$ cat config.mk
export PLATFORM = sky130hd
export DESIGN_NAME = phase_sequencer
export DESIGN_NICKNAME = d
export VERILOG_FILES = /design/src/rtl/phase_sequencer.sv
export SDC_FILE = /design/constraint.sdc
export NUM_CORES = 1
export LEC_CHECK = 0
export CORE_AREA = 2 2 39 41
export DETAILED_ROUTE_END_ITERATION = 8
export DIE_AREA = 0 0 41 43
export DONT_BUFFER_PORTS = 1
export PLACE_DENSITY = 0.58
export RECOVER_POWER = 25
export REMOVE_ABC_BUFFERS = 1
export SLEW_MARGIN = 20
export SYNTH_ARGS = -nofsm -noshare
export SYNTH_HDL_FRONTEND = slang
export SYNTH_SLANG_ARGS = --single-unit
$ cat constraint.sdc
create_clock -name clk -period 2.73 [get_ports clk]
set_input_delay 0.273 -clock clk [delete_from_list [all_inputs] [get_ports clk]]
set_output_delay 0.273 -clock clk [all_outputs]
set_load 0.01 [all_outputs]
$ cat src/rtl/phase_sequencer.sv
// Instruction-phase sequencer feeding the control decoder: counts phases, handles
// run/stop and single-step buttons, and halts at the end of an HLT instruction.
module phase_sequencer #(
  parameter int unsigned NUM_PHASES = 5,
  parameter int unsigned PHASE_W    = 3
) (
  input  logic               clk,
  input  logic               rst,
  input  logic               exec,
  input  logic               step,
  input  logic               stop_flag,
  output logic [PHASE_W-1:0] phase,
  output logic               phase_en,
  output logic               instr_done,
  output logic               running,
  output logic               halted
);

  localparam logic [1:0] StIdle = 2'd0;
  localparam logic [1:0] StRun  = 2'd1;
  localparam logic [1:0] StStep = 2'd2;
  localparam logic [1:0] StHalt = 2'd3;

  localparam logic [PHASE_W-1:0] LastPhase = PHASE_W'(NUM_PHASES - 1);

  logic [1:0]         state_q, state_d;
  logic [PHASE_W-1:0] phase_q, phase_d;
  logic               stop_req_q, stop_req_d;
  logic               exec_q, step_q;
  logic               exec_rise, step_rise;
  logic               last_phase;
  logic               live;

  assign exec_rise  = exec & ~exec_q;
  assign step_rise  = step & ~step_q;
  assign last_phase = (phase_q == LastPhase);
  assign live       = (state_q == StRun) || (state_q == StStep);

  always_comb begin
    state_d    = state_q;
    phase_d    = phase_q;
    stop_req_d = stop_req_q;
    case (state_q)
      StRun: begin
        if (exec_rise) begin
          stop_req_d = 1'b1;
        end
        if (last_phase) begin
          phase_d = '0;
          if (stop_flag) begin
            state_d = StHalt;
          end else if (stop_req_q || exec_rise) begin
            state_d = StIdle;
          end
        end else begin
          phase_d = phase_q + 1'b1;
        end
        // stop_req only lives while in RUN
        if (state_d != StRun) begin
          stop_req_d = 1'b0;
        end
      end
      StStep: begin
        stop_req_d = 1'b0;
        if (last_phase) begin
          phase_d = '0;
          state_d = stop_flag ? StHalt : StIdle;
        end else begin
          phase_d = phase_q + 1'b1;
        end
      end
      default: begin
        // IDLE and HALT share start-up behaviour; exec wins over step
        phase_d    = '0;
        stop_req_d = 1'b0;
        if (exec_rise) begin
          state_d = StRun;
        end else if (step_rise) begin
          state_d = StStep;
        end
      end
    endcase
  end

  always_ff @(posedge clk) begin
    if (rst) begin
      state_q    <= StIdle;
      phase_q    <= '0;
      stop_req_q <= 1'b0;
      // Capture current levels so a button held through reset gives no edge
      exec_q     <= exec;
      step_q     <= step;
    end else begin
      state_q    <= state_d;
      phase_q    <= phase_d;
      stop_req_q <= stop_req_d;
      exec_q     <= exec;
      step_q     <= step;
    end
  end

  assign phase      = phase_q;
  assign phase_en   = live;
  assign running    = live;
  assign instr_done = live && last_phase;
  assign halted     = (state_q == StHalt);

endmodule

==> flow_metrics.tcl <==
set metrics [dict create \
    status "complete, no violations" \
    grtUsageTotal_pct 11.8 \
    crit_path_end_kind "output port" \
    pwr-share-seq_pct 37.8 \
    cts_buffers 3 \
    postCtsSetupBuffers 0 \
    die_w_um 41 \
    clk_path_buf_depth 2 \
    grt_antenna_before_repair 0 \
    grt_first_pass_wirelength_um 1330 \
    hold_path_class "input port to register" \
    path_cells "inv_1, ha_1, nor2_1" \
    p_leak_nw 0.200 \
    ir_worst_vdd_uv 301 \
    nets 66 \
    clock_latency_ns 0.25 \
    place_congestion 0.805 \
    io_pins 12 \
    min_period_ns 1.63 \
    swShare_pct 40.1 \
    cts_tree "yes" \
    startpoint "state_q[0]$_SDFFE_PP0P_" \
    root_buffer "clkbuf_4" \
    rsz0062_at_grt "no" \
    dp_cells 67 \
    first_pass_iters 4 \
    path_clk_slew_ns 0.05 \
    port_buffers 0 \
    globalRouteOverflowTotal 0 \
    num_rows 14 \
    finalClockSkew_ns 0.00206 \
    vias 351 \
    cp.depth 3 \
    finalSetupTns_ns 0 \
    antennaDiodeCount 0 \
    arrival_ns 1.36 \
    dpl.hpwl_um 642 \
    crit_path_start_kind "register" \
    drv_cap 0 \
    crit_end "instr_done" \
    required_ns 2.46 \
    p_int_mw 0.266 \
    clock-sinks 8 \
    via_per_inst 5.01 \
    grt_max_degree 8 \
    slew_headroom_pct 84.4 \
    drive_gt1_share_pct 14.8 \
    finalCritPeriodShare_pct 59.7 \
    htreeDepth 1 \
    synth.top_cells.by_area "dfxtp_1 (35%), ha_1 (14%), inv_1 (5.0%), nor2_1 (4.2%), a32oi_2 (3.6%)" \
    switching_power_mw 0.177 \
    finalSetupViolCount 0 \
    initial_core_util_pct 32.6 \
    combPwrFrac_pct 42.1 \
    slowest_stage "dfxtp_1" \
    cellPowerDensity_nw_per_um2 910 \
    die_area_um2 1760 \
    wl_per_cell_um 12.0 \
    holdBufCountCts 0 \
    core_um2 1380 \
    drt_wl_total_um 842 \
    ctsResizeCount 0 \
    path_max_fanout 7 \
    synth_seq_area_share_pct 35.5 \
    synthDistinctLibCells 26 \
    synth_seq_cells 8 \
    syn_area_per_cell_um2 8.69 \
    synth_area_um2 452 \
    yosys.area.top_type "dfxtp_1" \
    r2r-end "state_q[1]$_SDFFE_PP0P_" \
    r2r-start "state_q[0]$_SDFFE_PP0P_" \
    ant_nets 0 \
    synth_top_area_share_pct 35.5 \
    finalHoldViolations 0 \
    grt_pass1_vias 340 \
    rrSetupSlack_ns 1.12 \
    area.growth.synth_to_final_pct 7.76 \
    syn_inst 52 \
    final_critical_path_setup_slack_ns 1.10 \
    drv_slew 0 \
    clockPowerShare_pct 20.1 \
    fin_cells 70 \
    worst-path-buf-inv 1 \
    drt_iter0_drc 7 \
    preCtsSetupSlack_ns 1.12 \
    post-route-drc-count 0 \
    yosys_warnings 0 \
    fmax_mhz 614 \
    critPathKind "register to output port" \
    critical_path.max_stage_delay_ns 0.41 \
    worst_pin_slew_ns 0.231 \
    die_y_um 43 \
    path_delay_family "flip-flops" \
    fin_util_pct 35.2 \
    ff2ff_path_depth 5 \
]
## per-layer routing
layer | routed length [um] | up-vias | GRT usage, %
li1 | - | 187 | -
met1 | 361 | 154 | 14.1
met2 | 402 | 8 | 14.4
met3 | 57 | 2 | 4.19
met4 | 21 | 0 | 13.3
met5 | 0 | - | 0
## worst min-delay path by stage
stage	start	end	slack [ns]	cells after the start
after floorplan	exec	exec_q$_DFF_P_	0.30	0
final	step	step_q$_DFF_P_	0.04	0
after CTS	step	step_q$_DFF_P_	0.03	0
after detailed placement	exec	exec_q$_DFF_P_	0.30	0
after global placement	step	step_q$_DFF_P_	0.30	0
after global routing	step	step_q$_DFF_P_	0.03	0
## cell type report
| type | instances | area (um2) |
|---|---|---|
| Clock buffer | 3 | 22.5 |
| Fill cell | 142 | 897 |
| Inverter | 6 | 22.5 |
| Multi-Input combinational cell | 37 | 262 |
| Sequential cell | 8 | 160 |
| Tap cell | 16 | 20.0 |
## cells in the final DEF, fill, tap and decap left out, drive strengths merged
master  synthesis  final
a21o            1      1
a21oi           2      2
a311oi          1      1
a32o            1      1
a32oi           1      1
and2            1      1
and2b           1      1
and3            2      2
clkbuf          0      3
dfxtp           8      8
ha              5      5
inv             6      6
nand2           3      3
nand2b          3      3
nand3           1      1
nand3b          1      1
nand4           1      1
nor2            5      5
nor3            2      2
nor4            1      1
o21ai           3      3
o22ai           1      1
o31ai           1      1
## sequential cells by signal, indices dropped and copies added (netlist names)
register / count
phase: 3
state_q: 2
stop_req_q: 1
exec_q: 1
step_q: 1
## stage by stage
step | total power [mW] | hold WS, ns | area [um2]
floorplan | 0.321 | 0.301 | 444
global placement | 0.355 | 0.301 | 464
detailed placement | 0.356 | 0.301 | 464
CTS | 0.449 | 0.0334 | 487
global route | 0.478 | 0.0295 | 487
finish | 0.443 | 0.0444 | 487
## power groups by stage
stage | logic [mW] | clock network (mW) | registers (mW)
final | 0.187 | 0.0892 | 0.167
after global routing | 0.208 | 0.0989 | 0.171
after CTS | 0.188 | 0.0943 | 0.167
after detailed placement | 0.186 | 0 | 0.170
after global placement | 0.186 | 0 | 0.169
after floorplan | 0.156 | 0 | 0.164
## cells in the mapped netlist
cell	count
inv_1	6
nand2b_2	1
nand3_1	1
dfxtp_1	8
a21o_1	1
and2b_1	1
a311oi_1	1
a32o_1	1
buf_4	1
nand2_2	1
nor4_1	1
and3_2	2
a21oi_1	2
nand4_1	1
nor2_1	5
o22ai_1	1
nand2b_1	2
a32oi_2	1
ha_1	5
nor3_1	2
o31ai_1	1
nand3b_1	1
and2_1	1
nand2_1	2
o21ai_1	1
o21ai_0	2
## logic make-up after synthesis
family,synth area share (%)
AO/OA/AOI/OAI,18.0
adder cells (fa/ha/maj),13.9
buffers and inverters,6.65
flip-flops,35.5
AND/OR/NAND/NOR,26.0
## worst register-to-register path, cell delays in order (launching register included)
cell and delay, ns:
dfxtp_1 0.41, inv_1 0.07, ha_1 0.38, a21o_1 0.21, nand3b_1 0.16, a32o_1 0.26
No activity file was read; power rests on OpenSTA's default activity.
